**config.mk**
```make
export PLATFORM = sky130hd
export DESIGN_NAME = fp_add_seq
export DESIGN_NICKNAME = d
export VERILOG_FILES = /design/src/rtl/fp_add_seq.sv
export SDC_FILE = /design/constraint.sdc
export NUM_CORES = 1
export LEC_CHECK = 0
export CORE_MARGIN = 2
export CORE_UTILIZATION = 50
export CTS_CLUSTER_SIZE = 40
export DETAILED_ROUTE_END_ITERATION = 8
export PLACE_DENSITY = 0.7
export RECOVER_POWER = 50
export SYNTH_ARGS = -nofsm -noshare
export SYNTH_HDL_FRONTEND = slang
export SYNTH_SLANG_ARGS = --single-unit
export TNS_END_PERCENT = 5
```
**constraint.sdc**
```tcl
create_clock -name clk -period 5.43 [get_ports clk]
set_input_delay 0.543 -clock clk [delete_from_list [all_inputs] [get_ports clk]]
set_output_delay 0.543 -clock clk [all_outputs]
set_load 0.005 [all_outputs]
```
**src/rtl/fp_add_seq.sv**
```systemverilog
// Multi-cycle IEEE-754 adder (IDLE/ALIGN/ADD/NORM/DONE) with valid/ready on both sides.
// Denormals flush to zero, results truncate, NaN inputs behave as Inf.
module fp_add_seq #(
  parameter int DATA_WIDTH = 32,
  parameter int M          = 23,
  parameter int E          = 8
) (
  input  logic                  clk,
  input  logic                  rst_n,
  input  logic                  in_valid,
  output logic                  in_ready,
  input  logic [DATA_WIDTH-1:0] in1,
  input  logic [DATA_WIDTH-1:0] in2,
  output logic                  out_valid,
  input  logic                  out_ready,
  output logic [DATA_WIDTH-1:0] out
);

  localparam int LZW = $clog2(M + 2);
  localparam logic signed [E+1:0] EXP_MAX = (E+2)'((1 << E) - 1);

  typedef enum logic [2:0] {IDLE, ALIGN, ADD, NORM, DONE} state_t;

  state_t                  state_reg;
  logic [DATA_WIDTH-1:0]   a_reg, b_reg;
  logic [M:0]              l_mant_reg, s_mant_reg;
  logic [E-1:0]            l_exp_reg;
  logic                    l_sign_reg, s_sign_reg;
  logic                    inf_reg, nan_reg, inf_sign_reg;
  logic [M+1:0]            sum_reg;

  // Operand decode and alignment
  logic [E-1:0] a_exp, b_exp, big_exp, small_exp, exp_diff;
  logic [M:0]   a_mant, b_mant, big_mant, small_mant, small_shifted;
  logic         a_sign, b_sign, a_inf, b_inf, a_is_big;

  always_comb begin
    a_sign   = a_reg[DATA_WIDTH-1];
    b_sign   = b_reg[DATA_WIDTH-1];
    a_exp    = a_reg[DATA_WIDTH-2 -: E];
    b_exp    = b_reg[DATA_WIDTH-2 -: E];
    a_inf    = &a_exp;
    b_inf    = &b_exp;
    a_mant   = (a_exp == '0) ? '0 : {1'b1, a_reg[M-1:0]};
    b_mant   = (b_exp == '0) ? '0 : {1'b1, b_reg[M-1:0]};
    a_is_big = {a_exp, a_mant} >= {b_exp, b_mant};
    big_exp    = a_is_big ? a_exp  : b_exp;
    small_exp  = a_is_big ? b_exp  : a_exp;
    big_mant   = a_is_big ? a_mant : b_mant;
    small_mant = a_is_big ? b_mant : a_mant;
    exp_diff   = big_exp - small_exp;
    if (int'(exp_diff) >= M + 1)
      small_shifted = '0;
    else
      small_shifted = small_mant >> exp_diff;
  end

  // Normalisation: leading-zero count over the non-carry part of the sum
  logic [LZW-1:0]        lzc;
  logic [M:0]            norm_shifted;
  logic [M-1:0]          res_frac;
  logic signed [E+1:0]   res_exp;
  logic [DATA_WIDTH-1:0] result;

  always_comb begin
    lzc = '0;
    for (int i = 0; i <= M; i++)
      if (sum_reg[i]) lzc = LZW'(M - i);
    norm_shifted = sum_reg[M:0] << lzc;
    if (sum_reg[M+1]) begin
      res_exp  = signed'({2'b00, l_exp_reg}) + (E+2)'(1);
      res_frac = sum_reg[M:1];
    end else begin
      res_exp  = signed'({2'b00, l_exp_reg}) - signed'({{(E+2-LZW){1'b0}}, lzc});
      res_frac = norm_shifted[M-1:0];
    end

    if (nan_reg)
      result = {1'b0, {E{1'b1}}, 1'b1, {(M-1){1'b0}}};
    else if (inf_reg)
      result = {inf_sign_reg, {E{1'b1}}, {M{1'b0}}};
    else if (sum_reg == '0)
      result = '0;
    else if (res_exp >= EXP_MAX)
      result = {l_sign_reg, {E{1'b1}}, {M{1'b0}}};
    else if (res_exp <= 0)
      result = '0;
    else
      result = {l_sign_reg, res_exp[E-1:0], res_frac};
  end

  always_ff @(posedge clk or negedge rst_n) begin
    if (!rst_n) begin
      state_reg    <= IDLE;
      in_ready     <= 1'b1;
      out_valid    <= 1'b0;
      out          <= '0;
      a_reg        <= '0;
      b_reg        <= '0;
      l_mant_reg   <= '0;
      s_mant_reg   <= '0;
      l_exp_reg    <= '0;
      l_sign_reg   <= 1'b0;
      s_sign_reg   <= 1'b0;
      inf_reg      <= 1'b0;
      nan_reg      <= 1'b0;
      inf_sign_reg <= 1'b0;
      sum_reg      <= '0;
    end else begin
      case (state_reg)
        IDLE: begin
          if (in_valid && in_ready) begin
            a_reg     <= in1;
            b_reg     <= in2;
            in_ready  <= 1'b0;
            state_reg <= ALIGN;
          end
        end
        ALIGN: begin
          l_mant_reg   <= big_mant;
          s_mant_reg   <= small_shifted;
          l_exp_reg    <= big_exp;
          l_sign_reg   <= a_is_big ? a_sign : b_sign;
          s_sign_reg   <= a_is_big ? b_sign : a_sign;
          inf_reg      <= a_inf | b_inf;
          nan_reg      <= a_inf & b_inf & (a_sign ^ b_sign);
          inf_sign_reg <= a_inf ? a_sign : b_sign;
          state_reg    <= ADD;
        end
        ADD: begin
          // L >= S by construction, so the difference never goes negative
          if (l_sign_reg == s_sign_reg)
            sum_reg <= {1'b0, l_mant_reg} + {1'b0, s_mant_reg};
          else
            sum_reg <= {1'b0, l_mant_reg} - {1'b0, s_mant_reg};
          state_reg <= NORM;
        end
        NORM: begin
          out       <= result;
          out_valid <= 1'b1;
          state_reg <= DONE;
        end
        DONE: begin
          if (out_ready) begin
            out_valid <= 1'b0;
            in_ready  <= 1'b1;
            state_reg <= IDLE;
          end
        end
        default: begin
          state_reg <= IDLE;
          in_ready  <= 1'b1;
          out_valid <= 1'b0;
        end
      endcase
    end
  end

endmodule
```
### Yosys cells after proc, flatten, opt, wreduce, memory -nomap -nowiden

Index checks and enable logic that the tools add are counted.

* output and inout bits: 34
* register bits: 187

* shift-type cells: 2
* add/subtract/negate cells: 5
* mux-type cells: 50
* magnitude comparators: 4
* equal/unequal tests: 7
* reduce and logical (&&, ||, !) cells: 13
* bitwise logic cells: 6

Operator list (number)
* 32-bit two-way mux: 5
* 24-bit two-way mux: 5
* 5-bit two-way mux: 24
* 32-bit greater-or-equal comparator: 1
* 24-bit by 24-bit adder with 25-bit output: 1
* 25-bit zero test: 1
* 25-bit two-way mux: 1
* 24-bit by 24-bit subtractor with 25-bit output: 1
* 24-bit by 5-bit << shifter with 23-bit output: 1
* 24-bit by 8-bit right shift with 24-bit output: 1
* 23-bit two-way mux: 1
* 8-bit zero test: 2
* 8-bit two-way mux: 2
* 8-bit AND reduction: 2
* 3-bit one-hot mux with 5 select lines: 1
* 10-bit by 9-bit greater-or-equal comparator with 1-bit output (second input constant): 1
* 10-bit by 1-bit less-or-equal comparator with 1-bit output (second input constant): 1
* 10-bit two-way mux: 1
* 8-bit by 1-bit adder with 9-bit output (second input constant): 1
* 8-bit by 5-bit subtractor with 9-bit output: 1
* 8-bit by 5-bit greater-or-equal comparator with 1-bit output (second input constant): 1
* 8-bit subtractor: 1
* 3-bit by 2-bit equality test with 1-bit output (second input constant): 2
* 1-bit two-way mux: 6
* other kinds (15): 23

### Longest topological paths before layout

* depth after elaboration: 32
* depth in mapped cells: 25

### Worst setup path before layout

Ideal clock, no wire load.

* path kind: reg-to-reg
* start: register b_reg[23]
* end: register s_mant_reg[1]
* arrival: 4814 ps
* setup slack: 534 ps
* path buffers: 5
* required time: 5348 ps
* period minus slack after synthesis: 4896 ps
* cell stages (with the launch flop): 26
* path through: dfrtp_1 > nor4_1 > nand2_1 > clkbuf_1 > buf_1 > nand2_1 > inv_1 > ha_1 > nand2b_1 > a2111oi_0 > a2111oi_0 > nor2_1 > o311ai_4 > buf_6 > mux2i_1 > ha_1 > clkbuf_1 > inv_2 > clkbuf_1 > mux2i_1 > mux2i_1 > mux2i_1 > nand2_1 > o21ai_0 > a31oi_1 > o22ai_1

* cells in the longest elaborated chain, start to end: 7
* elaborated cells between the ends (all ways): 10

Ends and longest elaborated chain
* start, declared: RTL line 25 `logic [DATA_WIDTH-1:0] a_reg, b_reg;`
* start signal, assigned: RTL line 114 `b_reg <= in2;`
* 8-bit zero test: RTL line 45 `b_mant = (b_exp == '0) ? '0 : {1'b1, b_reg[M-1:0]};`
* 24-bit two-way mux: RTL line 45
* 32-bit greater-or-equal comparator: RTL line 46 `a_is_big = {a_exp, a_mant} >= {b_exp, b_mant};`
* 8-bit two-way mux (on tied branches): RTL line 47, 48
* 8-bit subtractor: RTL line 51 `exp_diff = big_exp - small_exp;`
* 24-bit by 8-bit right shift with 24-bit output / 8-bit by 5-bit greater-or-equal comparator with 1-bit output (equally long branches): RTL line 55, 52
* 24-bit two-way mux (*): RTL line 52 `if (int'(exp_diff) >= M + 1)`
* end signal, assigned: RTL line 121 `s_mant_reg <= small_shifted;`
* end, declared: RTL line 26 `logic [M:0] l_mant_reg, s_mant_reg;`

Every way passes the cells marked *; elsewhere a longest branch is shown, timed or not.
A chain may end at the register's enable or synchronous reset.

### Final worst setup path

* start: register a_reg[27]
* end: register s_mant_reg[7]

* cells in the longest elaborated chain, start to end: 7
* elaborated cells between the ends (all ways): 10

Ends and longest elaborated chain
* start, declared: RTL line 25
* start signal, assigned: RTL line 113 `a_reg <= in1;`
* 8-bit zero test: RTL line 44 `a_mant = (a_exp == '0) ? '0 : {1'b1, a_reg[M-1:0]};`
* 24-bit two-way mux: RTL line 44
* 32-bit greater-or-equal comparator: RTL line 46
* 8-bit two-way mux (on tied branches): RTL line 47, 48
* 8-bit subtractor: RTL line 51
* 24-bit by 8-bit right shift with 24-bit output / 8-bit by 5-bit greater-or-equal comparator with 1-bit output (equally long branches): RTL line 55, 52
* 24-bit two-way mux (*): RTL line 52

Marks and branches as above.

==> reports/qor.csv <==
metric,value,unit
endpoint_kind,flip-flop,
fin_crit_sh,0.946,
cap_viol_max_count,4,
synth_compound_area_frac,0.191,
synth-simple-area-share,0.165,
yosysTopAreaCell,dfrtp_1,
grt_pass1_wl,57800,um
floorplan.initialDensity,0.509,
drc,0,
num_vias,11600,
nNetsFinal,1750,
cp_top_family,compound AO/OA/AOI/OAI gates,
die_y,167,um
num_antenna_cells,0,
ys_ff_latch,187,
wl_met3,1750,um
hpwl,26900,um
numCtsBuffers,17,
crit_slowest_cell,or4_1,
seq_area_frac_synth,0.353,
core_area,0.0261,mm^2
gp_congestion,0.986,
wl_met1,16000,um
synth_top_family_by_area,compound AO/OA/AOI/OAI gates,
critPathMaxFanout,28,
maxSlewHeadroom,-2.04,
ios,102,
area_growth,14.9,%
clk_latency,0.45,ns
drt-pass1-iter-count,6,
synth_fp_nets,1681,
skew,0.0164,ns
hold_slack,0.472,ns
fmax,0.195,GHz
ctsHtreeMaxLevel,4,
crit_path_start_kind,flip-flop,
cpPeakStageDelay,0.53,ns
violations,"max-capacitance violations, max-slew violations",
netlist_area,0.0133,mm^2
cp.depth,20,
final_core_util,0.585,
synth_area_leaders,"dfrtp_1 35%, mux2_2 6.9%, mux2i_1 6.6%",
ys_types,74,
cts_root_buffer,clkbuf_16,
ctsHoldBuffers,0,
wl_per_cell,17.9,um
yosys.area_share.adder,0.0643,
async_flop_share,1.00,
gr-usage-all-layers,0.254,
min_path_cells,2,
grt_pass1_vias,11200,
synth-warning-count,0,
worst_ep_arrival_time,5.48,ns
drt-total-wl,35200,um
dr_wl_met2,16600,um
vias_per_cell,5.90,
synthXorXnorAreaFrac,0.0396,
syn_avg_cell_area,8.58,um^2
path_buf_inv,3,
fp.dieArea,0.0278,mm^2
rows,59,
tightest_slew,4.56,ns
period_minus_slack,5.14,ns
placed_cell_area,0.0146,mm^2
slew_viol_final,259,
synth_top_area_share,0.351,
clkSinkCount,187,
grt_max_degree,114,
status,finished with violations,
cts_resized,0,
finalSetupTns,0,ns
critPathKind,reg -> reg,
antenna_left,0,
highest_layer,met4,
worstPathRequired,5.77,ns
clkSlewWorstSetupHoldPaths,0.08,ns
fp.dieW,167,um
fillers,2355,
synth-edff-count,0,
io_buffers,101,
worstPathCellList,"nor4_1, nand2_1, buf_4, nand2_1, inv_1, ha_1, a21o_1, a2111oi_4, o221ai_1, nor2_1, o311ai_4, buf_4, mux2i_1, a221o_1, a21o_1, a21oi_1, xor2_1, o211ai_4, or4_1, o211ai_1",
synthMuxAreaShare,0.142,
antenna_found_initial,0,
drt_iter0_drc,997,
synthFlopType,dfrtp_1,
drive_gt1_frac,0.104,
post_cts_buffers,0,
cts_tree,built,
reg2reg_depth,20,
final_hold_viol_count,0,
stdcell_area,0.0152,mm^2
syn_inst,1546,
finalSetupViolCount,0,
overflow,0,
cts_buffer_depth,2,
holdCritPathClass,reg -> reg,
-- worst reg2reg max path: cells and delay by family (launching register included) --
| family | cells | cell delay (ns) |
|---|---|---|
| DFF | 1 | 0.46 |
| buffers and inverters | 3 | 0.50 |
| muxes | 1 | 0.16 |
| adders and majority gates | 1 | 0.32 |
| xor gates and xnor gates | 1 | 0.26 |
| and+or+nand+nor | 5 | 1.27 |
| AOI/OAI and AO/OA | 9 | 2.08 |
-- metrics by stage --
step / setup WS (ns) / std cells
final: 0.291 / 1963
after global routing: -0.00290 / 1963
after CTS: 0.134 / 1961
after detailed placement: 0.173 / 1929
after global placement: 0.285 / 1929
after floorplan: 0.534 / 1546
-- cells in the final DEF (no fill, tap or decap), types with 34 or more instances in the layout --
cell	n
nand2_1	230
dfrtp_1	186
o21ai_0	142
nor2_1	130
a21oi_1	108
clkdlybuf4s50_1	91
mux2i_1	87
mux2_2	81
ha_1	64
inv_1	63
xnor2_1	34
-- kinds of logic (layout without fill, tap and decap cells) --
kind of cell / after synthesis / count (layout)
xor+xnor: 60 / 60
simple gates: 499 / 500
compound gates: 409 / 410
mux: 173 / 173
buf+inv: 151 / 231
fa+ha+maj: 67 / 67
flops: 187 / 187
-- cell usage after synthesis (all sizes together), types with 7 or more instances --
master and count:
nand2 232, dfrtp 186, o21ai 143, nor2 132
a21oi 108, mux2i 87, mux2 82, clkbuf 71
ha 65, inv 64, xnor2 34, nand3 31
xor2 26, o31ai 22, nor3 20, a21o 19
a211oi 17, buf 14, nor2b 13, nor4 12
a31oi 11, nand4 9, or3 9, and2 8
o21bai 8, a2111oi 7, and3 7, nand2b 7
o211ai 7, o31a 7, or4 7
-- cell type report --
class	count	area, um^2	area share
Timing Repair Buffer	133	1260	0.0828
Inverter	66	248	0.0163
Multi-Input combinational cell	1210	8060	0.529
Tap cell	335	419	0.0275
Sequential cell	187	4680	0.307
Clock inverter	14	133	0.00870
Clock buffer	18	439	0.0288
-- layer usage --
layer	GRT usage	vias to the layer above
met2	0.418	355
met4	0.0750	0
li1	-	5648
met3	0.0366	61
met1	0.349	5514
met5	0	-
-- final timing paths --
kind	endpoint	slack [ns]	from
max in group asynchronous	l_mant_reg[4]	1.11	rst_n
setup reg to reg	s_mant_reg[7]	0.29	a_reg[27]
hold reg to reg	out[7]	0.47	out[7]
setup / recovery	s_mant_reg[7]	0.29	a_reg[27]
min in group asynchronous	out[0]	1.69	rst_n
hold / removal	out[7]	0.47	out[7]
Power is not shown: default switching activity piles up to over one toggle a cycle in this logic, so the estimate is an artifact.
